### config.mk
export PLATFORM = sky130hd
export DESIGN_NAME = load_store_exec_unit_flat
export DESIGN_NICKNAME = d
export VERILOG_FILES = /design/src/rtl/load_store_exec_unit_pkg.sv /design/src/rtl/load_store_exec_unit_if.sv /design/src/rtl/load_store_exec_unit.sv /design/src/flat_wrapper.sv
export SDC_FILE = /design/constraint.sdc
export NUM_CORES = 1
export LEC_CHECK = 0
export CORE_ASPECT_RATIO = 0.5
export CORE_UTILIZATION = 43
export CTS_BUF_LIST = sky130_fd_sc_hd__clkbuf_2
export CTS_CLUSTER_DIAMETER = 200
export DETAILED_ROUTE_END_ITERATION = 7
export GPL_TIMING_DRIVEN = 0
export PLACE_DENSITY = 0.95
export SLEW_MARGIN = 20
export SYNTH_ARGS = -nofsm -noshare
export SYNTH_HDL_FRONTEND = slang
export SYNTH_SLANG_ARGS = --single-unit
### constraint.sdc
create_clock -name clk -period 2.4 [get_ports clk]
set_input_delay 0.48 -clock clk [delete_from_list [all_inputs] [get_ports clk]]
set_output_delay 0.48 -clock clk [all_outputs]
set_load 0.02 [all_outputs]
### src/rtl/load_store_exec_unit_pkg.sv
// Shared types for the load/store execution unit: FSM states, completion
// exception codes and the alignment helper used when an op is accepted.
package load_store_exec_unit_pkg;

    typedef enum logic [2:0] {
        ST_IDLE,
        ST_REQ,
        ST_WAIT,
        ST_DONE,
        ST_DRAIN
    } lsu_state_e;

    typedef enum logic [1:0] {
        EXC_NONE     = 2'b00,
        EXC_MISALIGN = 2'b01,
        EXC_BUS      = 2'b10
    } mem_exc_e;

    function automatic logic is_misaligned(input logic [31:0] addr);
        return addr[1:0] != 2'b00;
    endfunction

endpackage

### src/rtl/load_store_exec_unit_if.sv
// Data-memory request/response bus between the load/store unit (master)
// and the data memory (slave).
interface load_store_exec_unit_if;
    logic        req;
    logic        we;
    logic [31:0] addr;
    logic [31:0] wdata;
    logic        gnt;
    logic        rvalid;
    logic [31:0] rdata;

    modport master (output req, we, addr, wdata, input gnt, rvalid, rdata);
    modport slave  (input req, we, addr, wdata, output gnt, rvalid, rdata);
endinterface

### src/rtl/load_store_exec_unit.sv
// Single-lane memory functional unit: one load/store in flight, data-memory
// handshake, and a single-entry completion port toward the PRF and ROB.
module load_store_exec_unit
    import load_store_exec_unit_pkg::*;
#(
    parameter  int NUM_PHYS_REGS  = 64,
    parameter  int ROB_IDX_BITS   = 7,
    parameter  int TIMEOUT_CYCLES = 255,
    localparam int PREG_BITS      = $clog2(NUM_PHYS_REGS)
) (
    input  logic                    clk,
    input  logic                    rst,
    input  logic                    flush,
    output logic                    mem_available,
    input  logic                    issue_valid,
    input  logic [PREG_BITS-1:0]    issue_prd,
    input  logic [31:0]             issue_addr,
    input  logic [31:0]             issue_data,
    input  logic                    issue_mem_write,
    input  logic                    issue_mem_read,
    input  logic [ROB_IDX_BITS-1:0] issue_rob_idx,
    load_store_exec_unit_if.master  dmem,
    output logic                    cdb_valid,
    output logic [PREG_BITS-1:0]    cdb_prd,
    output logic [31:0]             cdb_data,
    output logic                    cdb_reg_write,
    output logic [ROB_IDX_BITS-1:0] cdb_rob_idx,
    output logic [1:0]              cdb_exc,
    input  logic                    cdb_ready
);

    localparam int                CNT_W  = $clog2(TIMEOUT_CYCLES + 1);
    localparam logic [CNT_W-1:0] CNT_TC  = CNT_W'(TIMEOUT_CYCLES - 1);
    localparam logic [CNT_W-1:0] CNT_MAX = CNT_W'(TIMEOUT_CYCLES);

    typedef struct packed {
        logic [PREG_BITS-1:0]    prd;
        logic [31:0]             addr;
        logic [31:0]             data;
        logic                    we;
        logic                    rd;
        logic [ROB_IDX_BITS-1:0] rob_idx;
    } lsu_op_t;

    lsu_state_e       state, state_nxt;
    lsu_op_t          op_q;
    mem_exc_e         exc_q;
    logic [31:0]      rdata_q;
    logic [CNT_W-1:0] cnt_q;
    logic             accept;
    logic             timeout_tc;
    logic             resp_done;

    assign accept     = issue_valid && mem_available;
    // The cycle the counter sits at TIMEOUT_CYCLES-1 is the last allowed WAIT cycle.
    assign timeout_tc = (cnt_q == CNT_TC);
    assign resp_done  = dmem.rvalid || timeout_tc;

    // NOTE: sequential state uses non-blocking assignments so every register
    // samples the pre-edge values regardless of statement order.
    always_ff @(posedge clk) begin
        if (rst) state <= ST_IDLE;
        else     state <= state_nxt;
    end

    // NOTE: every combinational output gets a default first so no path
    // through the case can infer a latch.
    always_comb begin
        state_nxt = state;
        unique case (state)
            ST_IDLE:  if (accept) state_nxt = is_misaligned(issue_addr) ? ST_DONE : ST_REQ;
            ST_REQ: begin
                if (flush)         state_nxt = dmem.gnt ? ST_DRAIN : ST_IDLE;
                else if (dmem.gnt) state_nxt = ST_WAIT;
            end
            ST_WAIT: begin
                // A response arriving with the flush needs no draining.
                if (flush)          state_nxt = resp_done ? ST_IDLE : ST_DRAIN;
                else if (resp_done) state_nxt = ST_DONE;
            end
            ST_DONE:  if (flush || cdb_ready) state_nxt = ST_IDLE;
            ST_DRAIN: if (resp_done) state_nxt = ST_IDLE;
            default:  state_nxt = ST_IDLE;
        endcase
    end

    always_ff @(posedge clk) begin
        if (rst) begin
            op_q    <= '0;
            exc_q   <= EXC_NONE;
            rdata_q <= '0;
            cnt_q   <= '0;
        end else begin
            if (state == ST_IDLE && accept) begin
                op_q    <= '{prd: issue_prd, addr: {issue_addr[31:2], 2'b00}, data: issue_data,
                             we: issue_mem_write, rd: issue_mem_read, rob_idx: issue_rob_idx};
                exc_q   <= is_misaligned(issue_addr) ? EXC_MISALIGN : EXC_NONE;
                rdata_q <= '0;
            end
            // rvalid takes priority over a coincident terminal count.
            if (state == ST_WAIT && state_nxt == ST_DONE) begin
                if (dmem.rvalid) begin
                    exc_q   <= EXC_NONE;
                    rdata_q <= (op_q.rd && !op_q.we) ? dmem.rdata : 32'h0;
                end else begin
                    exc_q   <= EXC_BUS;
                end
            end
            if (state == ST_REQ && dmem.gnt)
                cnt_q <= '0;
            else if ((state == ST_WAIT || state == ST_DRAIN) && cnt_q != CNT_MAX)
                cnt_q <= cnt_q + CNT_W'(1);
        end
    end

    always_comb begin
        mem_available = 1'b0;
        dmem.req      = 1'b0;
        dmem.we       = 1'b0;
        dmem.addr     = '0;
        dmem.wdata    = '0;
        cdb_valid     = 1'b0;
        cdb_prd       = '0;
        cdb_data      = '0;
        cdb_reg_write = 1'b0;
        cdb_rob_idx   = '0;
        cdb_exc       = '0;
        unique case (state)
            ST_IDLE: mem_available = !flush;
            ST_REQ: begin
                dmem.req   = 1'b1;
                dmem.we    = op_q.we;
                dmem.addr  = op_q.addr;
                dmem.wdata = op_q.data;
            end
            ST_DONE: begin
                cdb_valid     = !flush;
                cdb_prd       = op_q.prd;
                cdb_data      = rdata_q;
                cdb_reg_write = op_q.rd && !op_q.we && (exc_q == EXC_NONE);
                cdb_rob_idx   = op_q.rob_idx;
                cdb_exc       = exc_q;
            end
            default: ;
        endcase
    end

endmodule

### src/flat_wrapper.sv
// flat-port wrapper written by rule: the top's interface ports become plain ports
module load_store_exec_unit_flat import load_store_exec_unit_pkg::*;
#(
    parameter  int NUM_PHYS_REGS  = 64,
    parameter  int ROB_IDX_BITS   = 7,
    parameter  int TIMEOUT_CYCLES = 255,
    localparam int PREG_BITS      = $clog2(NUM_PHYS_REGS)
)
  (clk, rst, flush, mem_available, issue_valid, issue_prd, issue_addr, issue_data, issue_mem_write, issue_mem_read, issue_rob_idx, cdb_valid, cdb_prd, cdb_data, cdb_reg_write, cdb_rob_idx, cdb_exc, cdb_ready, dmem_req, dmem_we, dmem_addr, dmem_wdata, dmem_gnt, dmem_rvalid, dmem_rdata);
  load_store_exec_unit_if dmem_i ();
  input  logic clk;
  input  logic rst;
  input  logic flush;
  output logic mem_available;
  input  logic issue_valid;
  input  logic [PREG_BITS-1:0] issue_prd;
  input  logic [31:0] issue_addr;
  input  logic [31:0] issue_data;
  input  logic issue_mem_write;
  input  logic issue_mem_read;
  input  logic [ROB_IDX_BITS-1:0] issue_rob_idx;
  output logic cdb_valid;
  output logic [PREG_BITS-1:0] cdb_prd;
  output logic [31:0] cdb_data;
  output logic cdb_reg_write;
  output logic [ROB_IDX_BITS-1:0] cdb_rob_idx;
  output logic [1:0] cdb_exc;
  input  logic cdb_ready;
  output wire logic [$bits(dmem_i.req)-1:0] dmem_req;
  output wire logic [$bits(dmem_i.we)-1:0] dmem_we;
  output wire logic [$bits(dmem_i.addr)-1:0] dmem_addr;
  output wire logic [$bits(dmem_i.wdata)-1:0] dmem_wdata;
  input wire logic [$bits(dmem_i.gnt)-1:0] dmem_gnt;
  input wire logic [$bits(dmem_i.rvalid)-1:0] dmem_rvalid;
  input wire logic [$bits(dmem_i.rdata)-1:0] dmem_rdata;
  assign dmem_req = dmem_i.req;
  assign dmem_we = dmem_i.we;
  assign dmem_addr = dmem_i.addr;
  assign dmem_wdata = dmem_i.wdata;
  assign dmem_i.gnt = dmem_gnt;
  assign dmem_i.rvalid = dmem_rvalid;
  assign dmem_i.rdata = dmem_rdata;
  load_store_exec_unit #(.NUM_PHYS_REGS(NUM_PHYS_REGS), .ROB_IDX_BITS(ROB_IDX_BITS), .TIMEOUT_CYCLES(TIMEOUT_CYCLES)) u_core (.clk(clk), .rst(rst), .flush(flush), .mem_available(mem_available), .issue_valid(issue_valid), .issue_prd(issue_prd), .issue_addr(issue_addr), .issue_data(issue_data), .issue_mem_write(issue_mem_write), .issue_mem_read(issue_mem_read), .issue_rob_idx(issue_rob_idx), .dmem(dmem_i), .cdb_valid(cdb_valid), .cdb_prd(cdb_prd), .cdb_data(cdb_data), .cdb_reg_write(cdb_reg_write), .cdb_rob_idx(cdb_rob_idx), .cdb_exc(cdb_exc), .cdb_ready(cdb_ready));
endmodule
======== Word-level counts from Yosys, hierarchy flattened ========
Cells that the tools add are included.
Widths: inputs -> output; s select.
word-level totals
  bits in latches ......................... 0
  flip-flop bits (word level) ............. 122
  memory bits (writable) .................. 0
  memory bits (read-only) ................. 0
  input bits .............................. 118
  memories ................................ 0
cells by class
  eq/ne operators ......................... 7
  bitwise gates (word level) .............. 0
  shift-type cells ........................ 0
  div/mod/pow operators ................... 0
  add/subtract/negate cells ............... 1
  multiply operators ...................... 0
  $lt $le $gt $ge ......................... 0
  reduce and logical (&&, ||, !) cells .... 17
  muxes and demuxes ....................... 30
operators with widths
  cell                 number
  $mux 32              7
  $mux 3               9
  $pmux 3 s5           1
  $mux 2               5
  $eq 3x2->1 const B   3
  $add 8x1->8 const B  1
  $eq 8x8->1 const B   1
  $ne 8x8->1 const B   1
  $logic_and 1x1->1    7
  $mux 7               1
  $mux 1               6
  $mux 6               1
  $reduce_bool 2->1    2
  $eq 3x1->1 const B   1
  $eq 3x3->1 const B   1
  $logic_not 3->1      1
  $logic_or 1x1->1     3
  $logic_not 1->1      2
  $logic_not 2->1      1
  $reduce_or 2->1      1

======== Logic depth before layout (Yosys ltp) ========
  depth after elaboration ................. 8
  mapped depth ............................ 8

======== Worst setup path before layout ========
No wires, ideal clock.
  kind .................................... register -> output
  start point ............................. reg u_core.state[1]
  end point ............................... out cdb_reg_write
  data arrival time ....................... 1.680 ns
  cell stages (with the launch flop) ...... 6
  required time ........................... 1.920 ns
  path slack .............................. 0.240 ns
  path buffers ............................ 2
  cells stage by stage .................... dfxtp_1 buf_2 and2b_1 clkbuf_1 nand2_1 nor4_1
between the ends
  word-level cells in the longest chain between the ends .. 2
RTL lines
  what                    line                         RTL
  start, declared         load_store_exec_unit.sv:45   lsu_state_e state, state_nxt;
  start signal, assigned  load_store_exec_unit.sv:63   else state <= state_nxt;
  $eq 3x2->1              load_store_exec_unit.sv:128  unique case (state)
  $mux 1                  load_store_exec_unit.sv:128
  end, declared           flat_wrapper.sv:25           output logic cdb_reg_write;
No other way between the ends.

======== Worst setup path after layout ========
  start point ............................. reg u_core.state[1]
  end point ............................... out dmem_wdata[16]
between the ends
  word-level cells in the longest chain between the ends .. 2
RTL lines
  what           line                         RTL
  $eq 3x1->1     load_store_exec_unit.sv:128
  $mux 32        load_store_exec_unit.sv:128
  end, declared  flat_wrapper.sv:32           output wire logic [$bits(dmem_i.wdata)-1:0] dmem_wdata;
No other way between the ends.

==> impl_results.md <==
- Syn Inst Count: 630
- Vias/cell: 5.96
- Slew Limit Fails: 0
- DRC Markers: 1
- # fillers: 623
- Max VDD drop: 0.000269 V
- Initial antenna violation count: 0
- Crit. End Element: output pin
- Clock Skews: 0.0606 ns
- Top FF cell, synth: dfxtp_1
- Drt first pass iters: 8
- RSZ-0062 raised after global routing: true
- Crit Path Category: reg2out
- WL/cell: 22.8 um
- Number of global-route vias before repair: 5536
- Final worst setup slack: -0.292 ns
- GRT Total Usage: 29.0%
- WL final: 24500 um
- Failing checks: DRC, setup timing
- Post-Syn Area: 0.00511 mm2
- Yosys cell types: 39
- Vias: 6417
- #FFs+latches synth: 122
- Syn Area/Cell: 8.11 um2
- Die Span Y: 79.1 um
- CP Launch Type: register
- Status: finished with violations
- Clock period minus worst slack: 2.69 ns
- Max H-tree Level: 4
- # setup viols final: 151
- Placed Cells incl. Taps: 1021
- Number of clock sinks: 122
- Final #Nets: 1025
- Static Leak: 0.00366 uW
- Die Area: 0.0123 mm2
- Antenna viol nets, final: 0
- Largest net degree at the start of global routing: 17
- Max clock buf depth: 2
- Critical path arrival: 2.21 ns
- Slew at the pin closest to its max-slew limit: 0.711 ns
- Area after DPL: 0.00762 mm2
- Rows: 27
- Synth-to-layout area growth: 71.7%
- Max Cap Viol: 0
- Core footprint: 0.0113 mm2
- Critical-path maximum fanout: 6
- PortBufs: 231
- Initial core utilization: 45.3%
- Worst R2R End: u_core.rdata_q[19]
- Final Hold Vio Count: 0
- Total CTS buffers: 17
- WHS Path Cells: 3
- Asr flop ratio synth: 0%
- Hold_buf cts: 0
- Final period util: 112%
- Global-route wire length before repair: 27600 um
- R2r worst-path depth: 9
- Slew margin rel.: 52.4%
- Fmax: 0.371 GHz
- Ports: 234
- Chip width: 156 um
- Crit path from: u_core.state[1]
- Finished Cell Area: 0.00877 mm2
- Worst setup path endpoint: dmem_wdata[16]
- RR Startpoint: u_core.state[1]
- Number of synthesized flops with an enable pin: 0
- Sequential-to-total area share from yosys stat: 47.8%
- CTS Root Cell: clkbuf_2
- Worst hold path type: in2reg
- Power Dens Cells: 480 mW/mm2
- Detailed Route Iter0 Violations: 681
- Detail Placement HPWL: 12400 um
- ANT cells: 0
- Layout cells sized above 1: 34.3%
- Reg clk slew, reported paths: 0.22 ns
- DP Worst Slack: -0.608 ns
- Final hold slack: 0.266 ns
- Worst-Skew Late Latency: 0.74 ns
- GP Congestion: 0.842
- Fin cells: 1077
- Reg2reg setup slack: -0.21 ns
- TritonCTS clock tree: built
- Worst EP required: 1.92 ns
- Finished Core Util: 77.7%
- Gr ovfl total: 0
- Yosys Warn Count: 0
## cell type report
type / count / area [um2] / share of cell area (%)
plain buffers: 51 / 363 / 4.14
clock buffers: 18 / 90.1 / 1.03
clock inverters: 14 / 108 / 1.23
inverters: 2 / 7.51 / 0.0856
multi-input cells: 453 / 2800 / 31.9
flip-flops and latches: 122 / 2450 / 28.0
well taps: 159 / 199 / 2.27
repair buffers: 258 / 2750 / 31.4
## critical path: stages (launching register included)
cell and delay, ns:
dfxtp_2 0.38, buf_6 0.13, nor3b_4 0.19, buf_6 0.17, buf_12 0.17, clkbuf_16 0.15
and2_4 0.16, buf_6 0.13
## cells in the mapped netlist, types with 3 or more instances
master | n | area share, %
and3_1 | 49 | 6.0
buf_2 | 14 | 1.4
dfxtp_1 | 122 | 48
and2_1 | 65 | 8.0
nand2b_1 | 3 | 0.37
buf_4 | 4 | 0.59
nand3_1 | 5 | 0.49
nor2_1 | 8 | 0.59
a22o_1 | 32 | 5.5
nor3_1 | 4 | 0.39
a21oi_1 | 86 | 8.4
nand2_1 | 164 | 12
a211oi_1 | 3 | 0.44
clkbuf_1 | 36 | 2.6
a31oi_1 | 4 | 0.49
## through the flow
stage	power [uW]	TNS (ns)
3_5_place_dp	2760	-40.11
4_1_cts	3960	-11.69
2_1_floorplan	2440	0
5_1_grt	4340	-30.92
3_3_place_gp	2740	-32.64
6_report	4210	-29.07
## state kept, by name, indices dropped and copies added, names as in the netlist
| signal | cells |
|---|---|
| u_core.cnt_q | 8 |
| u_core.exc_q | 2 |
| u_core.op_q | 77 |
| u_core.rdata_q | 32 |
| u_core.state | 3 |
## worst min path at each step
stage | start | end
floorplan | u_core.op_q[10] | u_core.op_q[10]
global placement | u_core.op_q[16] | u_core.op_q[16]
detailed placement | u_core.op_q[11] | u_core.op_q[11]
CTS | issue_addr[3] | u_core.op_q[44]
global route | issue_addr[20] | u_core.op_q[61]
finish | issue_addr[10] | u_core.op_q[51]
## cells by family after synthesis
group | after synthesis | share of synthesized area (%)
other cells | 1 | 0.0734
mux | 2 | 0.392
fa+ha+maj | 2 | 0.490
compound gates | 134 | 16.2
buf+inv | 56 | 4.75
xor+xnor | 2 | 0.343
simple gates | 311 | 29.9
flops | 122 | 47.8
## power breakdown
part	total (uW)	leakage [uW]	switching, uW	internal (uW)
clock	1230	0.000123	873	359
sequential	2160	0.000993	57.0	2100
combinational	812	0.00255	411	401
## metal layers
| metal | part of all wire (%) | global-route usage (%) | wire length (um) | vias up |
|---|---|---|---|---|
| met3 | 10 | 6.11 | 2460 | 194 |
| met2 | 47 | 53.4 | 11700 | 562 |
| met1 | 35 | 31.7 | 8600 | 2985 |
| met5 | 0 | 0 | 0 | - |
| met4 | 7.5 | 15.0 | 1840 | 0 |
| li1 | - | - | - | 2676 |
## placed cells by master, fill, tap and decap left out, types with 3 or more instances in the layout
cell,instances
and3_1,15
nand3_1,5
and3_4,34
clkbuf_2,20
dfxtp_1,119
buf_2,21
nor2_1,7
a21oi_1,86
clkinvlp_4,4
buf_4,21
a211oi_1,3
nand2b_1,3
a22o_1,32
nand2_1,163
a31oi_1,4
clkinv_2,7
nor3_1,4
buf_6,107
buf_8,10
clkbuf_4,3
clkbuf_16,7
and2_4,63
clkbuf_1,18
clkdlybuf4s50_1,117
## what timing repair did
item	in CTS	in global routing
endpoints found under the hold margin	0	0
gates resized for setup	692	160
cloned	5	6
buffers inserted	5	11
endpoints found under the setup margin	114	114
pin swaps	14	5
Power figures use the tool's default switching activity.
